### src/rtl/osiris_pkg.sv
// rtl/osiris_pkg.sv - shared constants for the osiris fetch/decode front end
package osiris_pkg;
  localparam int          XLEN      = 32;
  localparam logic [31:0] NOP_INSTR = 32'h0000_0013;
  localparam int          PC_STEP   = 4;
endpackage

### src/rtl/fetch_queue_mem.sv
// rtl/fetch_queue_mem.sv - fetch queue entry storage, one sync write port, one async read port
// Data is intentionally not reset; validity is tracked by the controller's count.
module fetch_queue_mem #(
  parameter int WIDTH  = 64,
  parameter int DEPTH  = 2,
  parameter int ADDR_W = $clog2(DEPTH)
) (
  input  logic              i_clk,
  input  logic              i_we,
  input  logic [ADDR_W-1:0] i_waddr,
  input  logic [WIDTH-1:0]  i_wdata,
  input  logic [ADDR_W-1:0] i_raddr,
  output logic [WIDTH-1:0]  o_rdata
);

  logic [WIDTH-1:0] mem [DEPTH];

  always_ff @(posedge i_clk) begin
    if (i_we) begin
      mem[i_waddr] <= i_wdata;
    end
  end

  assign o_rdata = mem[i_raddr];

endmodule

### src/rtl/fetch_queue.sv
// rtl/fetch_queue.sv - IF/ID instruction queue with flush; OSIRIS_FETCH_BYPASS_EN enables
// same-cycle forwarding of an incoming instruction into an empty queue.
module fetch_queue
  import osiris_pkg::*;
#(
  parameter int WIDTH = XLEN,
  parameter int DEPTH = 2
) (
  input  logic             i_clk,
  input  logic             i_rst,
  input  logic             i_valid_IF,
  output logic             o_ready_IF,
  input  logic [WIDTH-1:0] i_instr_IF,
  input  logic [WIDTH-1:0] i_pc_IF,
  input  logic             i_flush,
  input  logic             i_stall_ID,
  output logic             o_valid_ID,
  output logic [WIDTH-1:0] o_instr_ID,
  output logic [WIDTH-1:0] o_pc_ID,
  output logic [WIDTH-1:0] o_pc_plus4_ID,
  output logic [WIDTH-8:0] o_imm_ID
);

  localparam int AW = $clog2(DEPTH);
  localparam int CW = AW + 1;

  logic [AW-1:0]      rd_ptr;
  logic [AW-1:0]      wr_ptr;
  logic [CW-1:0]      count;
  logic               empty;
  logic               full;
  logic               bypass;
  logic               push;
  logic               pop;
  logic               mem_we;
  logic               mem_pop;
  logic [2*WIDTH-1:0] rd_data;
  logic [WIDTH-1:0]   head_instr;
  logic [WIDTH-1:0]   head_pc;

  assign empty = (count == '0);
  assign full  = (count == CW'(DEPTH));

  // Ready depends only on registered occupancy, never on the decode stall.
  assign o_ready_IF = ~i_rst & ~full;
  assign push       = i_valid_IF & o_ready_IF;

`ifdef OSIRIS_FETCH_BYPASS_EN
  assign bypass = empty & i_valid_IF & ~i_flush & ~i_rst;
`else
  assign bypass = 1'b0;
`endif

  assign o_valid_ID = (~empty & ~i_flush & ~i_rst) | bypass;
  assign pop        = o_valid_ID & ~i_stall_ID;

  // A bypassed entry consumed this cycle never touches storage.
  assign mem_we  = push & ~i_flush & ~(bypass & ~i_stall_ID);
  assign mem_pop = pop & ~empty;

  fetch_queue_mem #(
    .WIDTH  (2 * WIDTH),
    .DEPTH  (DEPTH),
    .ADDR_W (AW)
  ) u_mem (
    .i_clk   (i_clk),
    .i_we    (mem_we),
    .i_waddr (wr_ptr),
    .i_wdata ({i_instr_IF, i_pc_IF}),
    .i_raddr (rd_ptr),
    .o_rdata (rd_data)
  );

  assign head_instr = rd_data[2*WIDTH-1:WIDTH];
  assign head_pc    = rd_data[WIDTH-1:0];

  always_ff @(posedge i_clk) begin
    if (i_rst || i_flush) begin
      rd_ptr <= '0;
      wr_ptr <= '0;
      count  <= '0;
    end else begin
      if (mem_we) begin
        wr_ptr <= wr_ptr + AW'(1);
      end
      if (mem_pop) begin
        rd_ptr <= rd_ptr + AW'(1);
      end
      case ({mem_we, mem_pop})
        2'b10:   count <= count + CW'(1);
        2'b01:   count <= count - CW'(1);
        default: count <= count;
      endcase
    end
  end

  always_comb begin
    o_instr_ID = WIDTH'(NOP_INSTR);
    o_pc_ID    = '0;
    if (bypass) begin
      o_instr_ID = i_instr_IF;
      o_pc_ID    = i_pc_IF;
    end else if (o_valid_ID) begin
      o_instr_ID = head_instr;
      o_pc_ID    = head_pc;
    end
  end

  assign o_pc_plus4_ID = o_pc_ID + WIDTH'(PC_STEP);
  assign o_imm_ID      = o_instr_ID[WIDTH-1:7];

endmodule
### config.mk
export PLATFORM = sky130hd
export DESIGN_NAME = fetch_queue
export DESIGN_NICKNAME = d
export VERILOG_FILES = /design/src/rtl/osiris_pkg.sv /design/src/rtl/fetch_queue_mem.sv /design/src/rtl/fetch_queue.sv
export SDC_FILE = /design/constraint.sdc
export NUM_CORES = 1
export LEC_CHECK = 0
export ABC_CLOCK_PERIOD_IN_PS = 4500
export BUFFER_PORTS_ARGS = -buffer_cell sky130_fd_sc_hd__buf_2
export CAP_MARGIN = 15
export CORE_AREA = 2 2 136 138
export CTS_CLUSTER_SIZE = 30
export DETAILED_ROUTE_END_ITERATION = 12
export DIE_AREA = 0 0 138 140
export SETUP_SLACK_MARGIN = 0.15
export SYNTH_ARGS = -nofsm -noshare
export SYNTH_HDL_FRONTEND = slang
export SYNTH_HIERARCHICAL = 1
export SYNTH_SLANG_ARGS = --single-unit
### constraint.sdc
create_clock -name i_clk -period 4.5 [get_ports i_clk]
set_input_delay 0.225 -clock i_clk [delete_from_list [all_inputs] [get_ports i_clk]]
set_output_delay 0.225 -clock i_clk [all_outputs]
set_load 0.02 [all_outputs]
Word-level counts from Yosys, hierarchy flattened
Memory sizes are Yosys's and may differ from the RTL's. A register that Yosys moved wholly into a read port is not among the register bits.
Index checks and enable logic that the tools add are counted.
Word-level totals
  bits in writable memories: 128
  input bits: 69
  memories kept: 1
  logic and storage cells: 34
  register bits: 4
Memory list
  u_mem.mem: words 2, width 64, rd ports 1, clocked after memory_dff 1, write ports 1, RTL line fetch_queue_mem.sv:16  | logic [WIDTH-1:0] mem [DEPTH];
Operators by class
  equal/unequal tests: 3
  bitwise gates (word level): 12
  reduce and logical (&&, ||, !) cells: 3
  add/subtract/negate cells: 5
  multiplexer cells: 7
Operators with widths (count)
  2-to-1 mux 32 bit: 2
  adder 32 x 3 -> 32 bit (second input constant): 1
  AND 1 bit: 7
  inverter 1 bit: 5
  == test 2 bit (second input constant): 2
  2-to-1 mux 1 bit: 4
  case mux 2 bit (2 select lines): 1
  adder 1 bit (second input constant): 2
  adder 2 x 1 -> 2 bit (second input constant): 1
  == test 2 x 1 -> 1 bit (second input constant): 1
  logical NOT 2 bit: 1
  nonzero test 2 bit: 1
  subtractor 2 x 1 -> 2 bit (second input constant): 1
  logical OR 1 bit: 1

Depth between registers and ports, before layout
Gate-level depths: netlist (run 1).
  depth in word-level cells: 8
  depth in mapped cells: 12

Cells and area by module
The synthesis (run 1) kept the hierarchy.
By module, submodules not included
  fetch_queue_mem: times used 1, cells an instance 201, seq. area each 3843.7 sq um, area each 4933.5 sq um
  fetch_queue: times used 1, cells an instance 228, seq. area each 80.1 sq um, area each 1546.5 sq um

Worst setup path after synthesis (run 1)
No wires, ideal clock.
  path kind: flip-flop to flip-flop
  from: reg count[0]
  to: mem u_mem.mem[0][0], enable pin
  buffers on the path: 0
  path slack: 0.428 ns
  arrival time: 3.578 ns
  required time: 4.006 ns
  setup time: 0.494 ns
  period minus slack after synthesis: 4.072 ns
  stages on the path, launching flop included: 5
  path through: dfxtp_1 > nand2b_1 > nand3_1 > inv_1 > nor2b_1
Between the ends
  cells in the longest elaborated chain, start to end: 7
RTL lines
  from (decl): RTL line fetch_queue.sv:29  | logic [CW-1:0] count;
  from (signal assigned): RTL line fetch_queue.sv:90  | 2'b10: count <= count + CW'(1);
  from (signal assigned): RTL line fetch_queue.sv:91  | 2'b01: count <= count - CW'(1);
  from (signal assigned): RTL line fetch_queue.sv:92  | default: count <= count;
  == test 2 bit: RTL line fetch_queue.sv:42  | assign full = (count == CW'(DEPTH));
  inverter 1 bit: RTL line fetch_queue.sv:45  | assign o_ready_IF = ~i_rst & ~full;
  AND 1 bit: RTL line fetch_queue.sv:45
  AND 1 bit: RTL line fetch_queue.sv:46  | assign push = i_valid_IF & o_ready_IF;
  AND 1 bit: RTL line fetch_queue.sv:58  | assign mem_we = push & ~i_flush & ~(bypass & ~i_stall_ID);
  named net mem_we: RTL line fetch_queue.sv:35  | logic mem_we;
  2-to-1 mux 1 bit: RTL line fetch_queue_mem.sv:19  | if (i_we) begin
  2-to-1 mux 1 bit (implied by the code): RTL line fetch_queue_mem.sv:20  | mem[i_waddr] <= i_wdata;
  to (decl): RTL line fetch_queue_mem.sv:16
The timed path passes the listed nets, and every way through them passes these cells.

==> results.py, run 1 <==
metrics = {
    "synthesis": {
        "postSynth.asyncResetShare_pct": 0,
        "synth_warnings": 6,
        "synth.yosys.seq_area_share_pct": 60.55,
        "synth.area.top_cells": "sky130_fd_sc_hd__edfxtp_1, sky130_fd_sc_hd__mux2_4, sky130_fd_sc_hd__and2_1",
        "net_count_synth": 500,
        "post_synth_num_cell_types": 39,
        "synth_top_area_cell": "sky130_fd_sc_hd__edfxtp_1",
        "yosys.area.top_type_share_pct": 59.32,
        "synthCells": 429,
        "syn_area_um2": 6480,
        "synth_flop_cell": "sky130_fd_sc_hd__edfxtp_1",
        "synth-seq-cells": 132,
        "synth_enable_flop_cells": 128,
        "syn-mean-instance-area_um2": 15.10,
    },
    "clock_network": {
        "clk-insertion-delay-late_ns": 0.41,
        "count_of_clock_tree_sinks": 132,
        "clk_path_buf_depth": 2,
        "cts_root_buf": "sky130_fd_sc_hd__clkbuf_16",
        "cts_clock_pin_slew_for_the_worst_setup_and_hold_paths_ns": 0.06,
        "cts_inserted_buffers": 17,
        "cts-htree-levels": 4,
        "tritoncts": "done",
    },
    "place": {
        "portBuffers": 191,
        "dp.final_hpwl_um": 9989,
        "gpl.final_weighted_congestion": 0.7816,
    },
    "routing": {
        "wire_per_inst_um": 16.22,
        "drt_pass1_iterations": 4,
        "drt_iter0_markers": 150,
        "post_detailed_routing_wire_length_um": 14570,
        "route.detailed.drc": 0,
        "postRouteAntennaNets": 0,
        "vias": 4139,
        "vias_per_cell": 4.609,
    },
    "floorplanning": {
        "ios": 192,
        "floorplan.core_area_um2": 17780,
        "initial_core_util_pct": 36.45,
        "die_h_um": 140,
        "dieArea_um2": 19320,
        "horizontal_die_dimension_um": 138,
        "rows": 49,
    },
    "timing": {
        "setup_viol": 0,
        "hold_viol_final": 0,
        "timing.final.crit_share_pct": 75.01,
        "finalCriticalPeriod_ns": 3.376,
        "worst_pin_slew_ns": 0.9595,
        "fin_worst_skew_ns": 0.006010,
        "fin_setup_tns_ns": 0,
        "drv_slew": 0,
        "max_clock_freq_ghz": 0.2962,
        "grt_setup_unrepaired": "false",
        "slew-limit-headroom_pct": 36.03,
    },
    "power": {
        "clock_power_share_pct": 45.5,
        "p_comb_share_pct": 5.3,
        "finalPower_w": 0.002810,
        "internal_power_of_the_cells_w": 0.002254,
        "seq_power_share_pct": 49.1,
        "total_power_divided_by_cell_area_nw_per_um2": 331.1,
        "power.switching_fraction_pct": 19.76,
        "leakage_nw": 3.610,
        "peakVddDrop_mv": 0.2794,
        "p_sw_w": 0.0005552,
    },
    "finish": {
        "drive_above_1_share_pct": 44.96,
        "area_growth_pct": 30.95,
        "finish.net_count": 725,
    },
    "worst_setup_path": {
        "critical_path.endpoint_type": "primary output",
        "worstSetupPathType": "flop to primary output",
        "critical_path_peak_fanout": 25,
        "start_kind": "flop",
        "data_required_critical_path_ns": 4.28,
        "cp_data_arrival_time_ns": 3.15,
    },
    "global_route": {
        "antenna_found_initial": 4,
        "grt_remaining_overflow": 0,
        "grt_first_pass_wirelength_um": 23000,
        "maximum_number_of_pins_on_one_net_before_global_route_repair": 65,
        "grtUsageTotal_pct": 15.25,
        "number_of_global_route_vias_before_repair": 4394,
    },
    "status": {
        "result_of_the_run": "completed",
    },
    "flow_run": {
        "max-cap-violations": 0,
    },
    "min_path": {
        "worstHoldPathType": "primary input to flop",
    },
}
[registers in the layout, summed over array words and instances, names as in the netlist]
signal     flops
wr_ptr         1
count          2
rd_ptr         1
u_mem/mem    128
[critical path: stages, from the launching register on]
cell	delay, ns
sky130_fd_sc_hd__dfxtp_4	0.66
sky130_fd_sc_hd__buf_4	0.41
sky130_fd_sc_hd__mux2_4	0.24
sky130_fd_sc_hd__and4_1	0.25
sky130_fd_sc_hd__nand4b_4	0.10
sky130_fd_sc_hd__or4_4	0.57
sky130_fd_sc_hd__nor2_2	0.17
sky130_fd_sc_hd__xor2_1	0.15
sky130_fd_sc_hd__buf_2	0.18
[power groups by stage]
| stage | clock (W) | sequential (W) | combinational [W] |
|---|---|---|---|
| detailed placement | 0 | 0.00141 | 0.000114 |
| CTS | 0.00131 | 0.00138 | 0.000151 |
| global placement | 0 | 0.00140 | 0.000110 |
| floorplan | 0 | 0.00141 | 0.0000592 |
| finish | 0.00128 | 0.00138 | 0.000150 |
| global route | 0.00137 | 0.00138 | 0.000163 |
[per-layer routing]
layer	GRT usage, %	share of wire, %
met1	17.55	42
met2	26.45	49
met3	4.923	7.1
met4	6.122	1.7
met5	0	0
[cell type report]
class                      count  area (µm²)
fill                        1625        9294
sequential                   132        3928
multi-input combinational    248        2166
timing repair buffer         250        1531
clock buffer                  18       429.2
tap                          229       286.5
clock inverter                12       116.4
inverter                       5       18.77
antenna                        4       10.01
[final timing paths]
path	from	to	slack [ns]	cells after the start
max	rd_ptr$_SDFFE_PP0P_	o_pc_plus4_ID[23]	1.12	8
min	i_pc_IF[13]	u_mem/mem[1][13]$_DFFE_PP_	0.02	1
max reg2reg	count[0]$_SDFFE_PP0P_	u_mem/mem[0][44]$_DFFE_PP_	2.40	5
min reg2reg	count[1]$_SDFFE_PP0P_	count[1]$_SDFFE_PP0P_	0.54	2
[cells by family after synthesis]
family          share of synthesized area (%)
xor+xnor                                4.325
compound gates                         0.2315
fa+ha+maj                              0.3861
buf+inv                                 6.179
flops                                   60.55
simple gates                            13.73
mux                                     14.60
[through the flow]
step / std cells / utilization (%) / hold WS, ns / instance area [µm²] / setup WS [ns]
final: 898 / 47.73 / 0.01976 / 8486 / 1.124
after floorplan: 429 / - / 0.3239 / 6480 / 0.4280
after global placement: 811 / 41.62 / 0.4116 / 7400 / 1.447
after global routing: 896 / 47.70 / 0.003426 / 8481 / 0.8782
after detailed placement: 811 / 41.62 / 0.4171 / 7400 / 1.438
after CTS: 894 / 47.67 / 0.0001954 / 8476 / 1.062
[repair_timing]
action | CTS | global route
setup buffers | 0 | 0
endpoints found under the hold margin | 105 | 0
hold buffers | 53 | 0
gates resized for setup | 0 | 0
[cell usage after synthesis (2+ instances only)]
| library cell | count |
|---|---|
| sky130_fd_sc_hd__edfxtp_1 | 128 |
| sky130_fd_sc_hd__and2_1 | 60 |
| sky130_fd_sc_hd__mux2_4 | 60 |
| sky130_fd_sc_hd__buf_4 | 27 |
| sky130_fd_sc_hd__nor2_1 | 22 |
| sky130_fd_sc_hd__xor2_1 | 19 |
| sky130_fd_sc_hd__nand3_1 | 15 |
| sky130_fd_sc_hd__nand2_1 | 14 |
| sky130_fd_sc_hd__xnor2_1 | 13 |
| sky130_fd_sc_hd__clkbuf_1 | 7 |
| sky130_fd_sc_hd__buf_12 | 6 |
| sky130_fd_sc_hd__inv_1 | 5 |
| sky130_fd_sc_hd__nand4_1 | 5 |
| sky130_fd_sc_hd__dfxtp_1 | 4 |
| sky130_fd_sc_hd__mux2_2 | 4 |
| sky130_fd_sc_hd__nor3_1 | 4 |
| sky130_fd_sc_hd__or3_1 | 4 |
| sky130_fd_sc_hd__and4b_1 | 3 |
| sky130_fd_sc_hd__nor2_2 | 3 |
| sky130_fd_sc_hd__and4_1 | 2 |
| sky130_fd_sc_hd__buf_2 | 2 |
| sky130_fd_sc_hd__buf_6 | 2 |
| sky130_fd_sc_hd__ha_1 | 2 |
| sky130_fd_sc_hd__nand4b_1 | 2 |
| sky130_fd_sc_hd__nor4_1 | 2 |
[cell usage in the layout (no fill, tap or decap), types with 5 or more instances in the layout]
master / instances
sky130_fd_sc_hd__buf_2: 191
sky130_fd_sc_hd__edfxtp_1: 128
sky130_fd_sc_hd__mux2_4: 60
sky130_fd_sc_hd__and2_1: 59
sky130_fd_sc_hd__dlygate4sd3_1: 53
sky130_fd_sc_hd__nor2_1: 22
sky130_fd_sc_hd__xor2_1: 19
sky130_fd_sc_hd__clkbuf_16: 17
sky130_fd_sc_hd__nand3_1: 15
sky130_fd_sc_hd__nand2_1: 14
sky130_fd_sc_hd__xnor2_1: 13
sky130_fd_sc_hd__buf_4: 6
sky130_fd_sc_hd__nand4_1: 5
Power figures use the tool's default switching activity.
==> inputs of run 2 (changes only) <==
--- a/config.mk
+++ b/config.mk
@@ -5,7 +5,7 @@
 export SDC_FILE = /design/constraint.sdc
 export NUM_CORES = 1
 export LEC_CHECK = 0
-export ABC_CLOCK_PERIOD_IN_PS = 4500
+export ABC_CLOCK_PERIOD_IN_PS = 2800
 export BUFFER_PORTS_ARGS = -buffer_cell sky130_fd_sc_hd__buf_2
 export CAP_MARGIN = 15
 export CORE_AREA = 2 2 136 138
==> constraint.sdc (replaced) <==
create_clock -name i_clk -period 2.8 [get_ports i_clk]
set_input_delay 0.14 -clock i_clk [delete_from_list [all_inputs] [get_ports i_clk]]
set_output_delay 0.14 -clock i_clk [all_outputs]
set_load 0.02 [all_outputs]
==> results.py, run 2 (synthesis gave the netlist of run 1 again) <==
metrics = {
    "status": {
        "result_of_the_run": "completed",
    },
    "timing": {
        "slew-limit-headroom_pct": 65.06,
        "setup_viol": 0,
        "fin_setup_tns_ns": 0,
        "hold_viol_final": 0,
        "finalWorstSetupSlack_ns": 0.1271,
        "drv_slew": 0,
        "max_clock_freq_ghz": 0.3741,
        "finalCriticalPeriod_ns": 2.673,
        "timing.final.crit_share_pct": 95.46,
        "fin_worst_skew_ns": 0.005057,
        "worst_pin_slew_ns": 0.5235,
        "grt_setup_unrepaired": "true",
    },
    "worst_setup_path": {
        "ff2ff_path_depth": 5,
        "worstSetupPathType": "flop to primary output",
        "regToRegEndpoint": "u_mem/mem[1][42]$_DFFE_PP_",
        "timing.critical_path.max_delay_family": "simple AND/OR/NAND/NOR gates",
        "setup.worst_path.end": "o_pc_plus4_ID[23]",
        "start_kind": "flop",
        "timing.critical_path.slowest_cell_delay_ns": 0.58,
        "critical_path.endpoint_type": "primary output",
        "cp_data_arrival_time_ns": 2.53,
        "data_required_critical_path_ns": 2.66,
        "critical_path_peak_fanout": 11,
        "critPathLaunch": "rd_ptr$_SDFFE_PP0P_",
        "buffering_stage_count_on_the_worst_path_with_inverters_included": 2,
        "crit_path_cell_chain": "buf_12 -> mux2_4 -> and4_4 -> nand4b_4 -> or4_4 -> nor2_4 -> xor2_1 -> buf_4",
        "critical_path_cell_count": 8,
        "cp_slowest_cell": "sky130_fd_sc_hd__or4_4",
        "r2r_setup_slack_ns": 0.89,
        "reg2reg_launch_point": "count[0]$_SDFFE_PP0P_",
    },
    "clock_network": {
        "count_of_clock_tree_sinks": 132,
        "cts_inserted_buffers": 17,
        "clk_path_buf_depth": 2,
        "cts_root_buf": "sky130_fd_sc_hd__clkbuf_16",
        "tritoncts": "done",
        "cts_clock_pin_slew_for_the_worst_setup_and_hold_paths_ns": 0.05,
        "cts-htree-levels": 4,
        "clk-insertion-delay-late_ns": 0.41,
    },
    "global_route": {
        "grt_first_pass_wirelength_um": 22850,
        "grt_remaining_overflow": 0,
        "grtUsageTotal_pct": 15.11,
        "maximum_number_of_pins_on_one_net_before_global_route_repair": 65,
        "number_of_global_route_vias_before_repair": 4338,
        "antenna_found_initial": 3,
    },
    "place": {
        "dp.final_hpwl_um": 9850,
        "post-place-ws_ns": 0.2659,
        "gpl.final_weighted_congestion": 0.8137,
        "portBuffers": 191,
    },
    "floorplanning": {
        "rows": 49,
        "die_h_um": 140,
        "floorplan.core_area_um2": 17780,
        "horizontal_die_dimension_um": 138,
        "dieArea_um2": 19320,
        "initial_core_util_pct": 36.45,
        "ios": 192,
    },
    "power": {
        "total_power_divided_by_cell_area_nw_per_um2": 528.7,
        "leakage_nw": 3.833,
        "peakVddDrop_mv": 0.3336,
    },
    "routing": {
        "vias_per_cell": 4.533,
        "route.detailed.drc": 0,
        "vias": 4198,
        "postRouteAntennaNets": 0,
        "wire_per_inst_um": 15.73,
        "drt_iter0_markers": 135,
        "drt_pass1_iterations": 6,
        "post_detailed_routing_wire_length_um": 14570,
    },
    "finish": {
        "layout.cells.most_common": "sky130_fd_sc_hd__buf_2",
        "flip_flop_count_of_the_largest_register_all_copies_and_words_added": 128,
        "largest-register": "u_mem/mem",
        "biggestRegsByFlops": "u_mem/mem (128), count (2)",
        "area_growth_pct": 38.68,
        "mostFrequentLayoutCells": "sky130_fd_sc_hd__buf_2, sky130_fd_sc_hd__edfxtp_1, sky130_fd_sc_hd__dlygate4sd3_1",
        "layout.filler_cells": 1559,
        "drive_above_1_share_pct": 48.99,
        "finish.net_count": 752,
    },
    "min_path": {
        "worstHoldPathType": "primary input to flop",
    },
    "flow_run": {
        "max-cap-violations": 0,
    },
}
-- run 2: cell count changes in the layout (fill, tap and decap cells not counted), moves of 3 or more --
cell,delta
sky130_fd_sc_hd__nand3_1,-3
sky130_fd_sc_hd__buf_4,+16
sky130_fd_sc_hd__nor2_1,-4
sky130_fd_sc_hd__dlygate4sd3_1,+11
sky130_fd_sc_hd__nor2_4,+3
sky130_fd_sc_hd__buf_12,+4
sky130_fd_sc_hd__nand3_2,+3
sky130_fd_sc_hd__buf_2,-6
-- run 2: worst reg2reg max path: stages, from the launching register on --
cell and delay (ns):
sky130_fd_sc_hd__dfxtp_2 0.38, sky130_fd_sc_hd__nand2b_1 0.19, sky130_fd_sc_hd__nand3_1 0.15, sky130_fd_sc_hd__inv_1 0.11, sky130_fd_sc_hd__and2_4 0.44, sky130_fd_sc_hd__buf_12 0.32
-- run 2: per-layer routing --
metal,vias to the layer above,GRT usage (%),part of all wire (%)
li1,2027,-,-
met1,1978,17.92,42
met2,170,25.82,49
met3,23,4.821,7.1
met4,0,5.639,2.1
met5,-,0,0
-- run 2: final cells by class --
type	instances	area [µm²]	area share, %
multi-input combinational	248	2273	25.30
inverter	5	18.77	0.2089
clock inverter	14	185.2	2.061
antenna	3	7.507	0.08354
sequential	132	3930	43.73
clock buffer	18	429.2	4.776
tap	229	286.5	3.189
timing repair buffer	277	1856	20.65
-- run 2: how the worst min path moves through the flow --
stage | startpoint | to | slack [ns] | cells after the start
CTS | i_stall_ID | rd_ptr$_SDFFE_PP0P_ | 0.06 | 4
global route | i_stall_ID | rd_ptr$_SDFFE_PP0P_ | 0.1 | 4
finish | i_stall_ID | rd_ptr$_SDFFE_PP0P_ | 0.08 | 4
detailed placement | i_instr_IF[3] | u_mem/mem[0][35]$_DFFE_PP_ | 0.33 | 1
floorplan | i_pc_IF[0] | u_mem/mem[0][0]$_DFFE_PP_ | 0.24 | 0
global placement | i_instr_IF[22] | u_mem/mem[1][54]$_DFFE_PP_ | 0.33 | 1
-- run 2: timing repair --
| item | 4_1_cts | 5_1_grt |
|---|---|---|
| endpoints found under the setup margin | 14 | 16 |
| hold buffers | 64 | 0 |
| buffers inserted | 10 | 3 |
| resized for setup | 22 | 10 |
| pin swaps | 10 | 11 |
| gates cloned | 1 | 0 |
| hold endpoints to repair | 128 | 0 |
-- run 2: report_power, final --
part | total [W] | internal, W | switching (W) | leakage (nW)
Clock | 0.00227 | 0.00148 | 0.000791 | 0.287
Sequential | 0.00222 | 0.00221 | 0.00000973 | 1.20
Combinational | 0.000261 | 0.000148 | 0.000113 | 2.35
-- run 2: metrics by stage --
step / total power (W) / hold slack (ns) / area, µm² / std cells / util, %
4_1_cts: 0.004787 / 0.06170 / 8912 / 920 / 50.13
5_1_grt: 0.004903 / 0.09857 / 8981 / 924 / 50.51
3_5_place_dp: 0.002443 / 0.3311 / 7463 / 813 / 41.98
3_3_place_gp: 0.002436 / 0.3277 / 7463 / 813 / 41.98
2_1_floorplan: 0.002354 / 0.2389 / 6502 / 429 / -
6_report: 0.004751 / 0.08126 / 8986 / 926 / 50.54
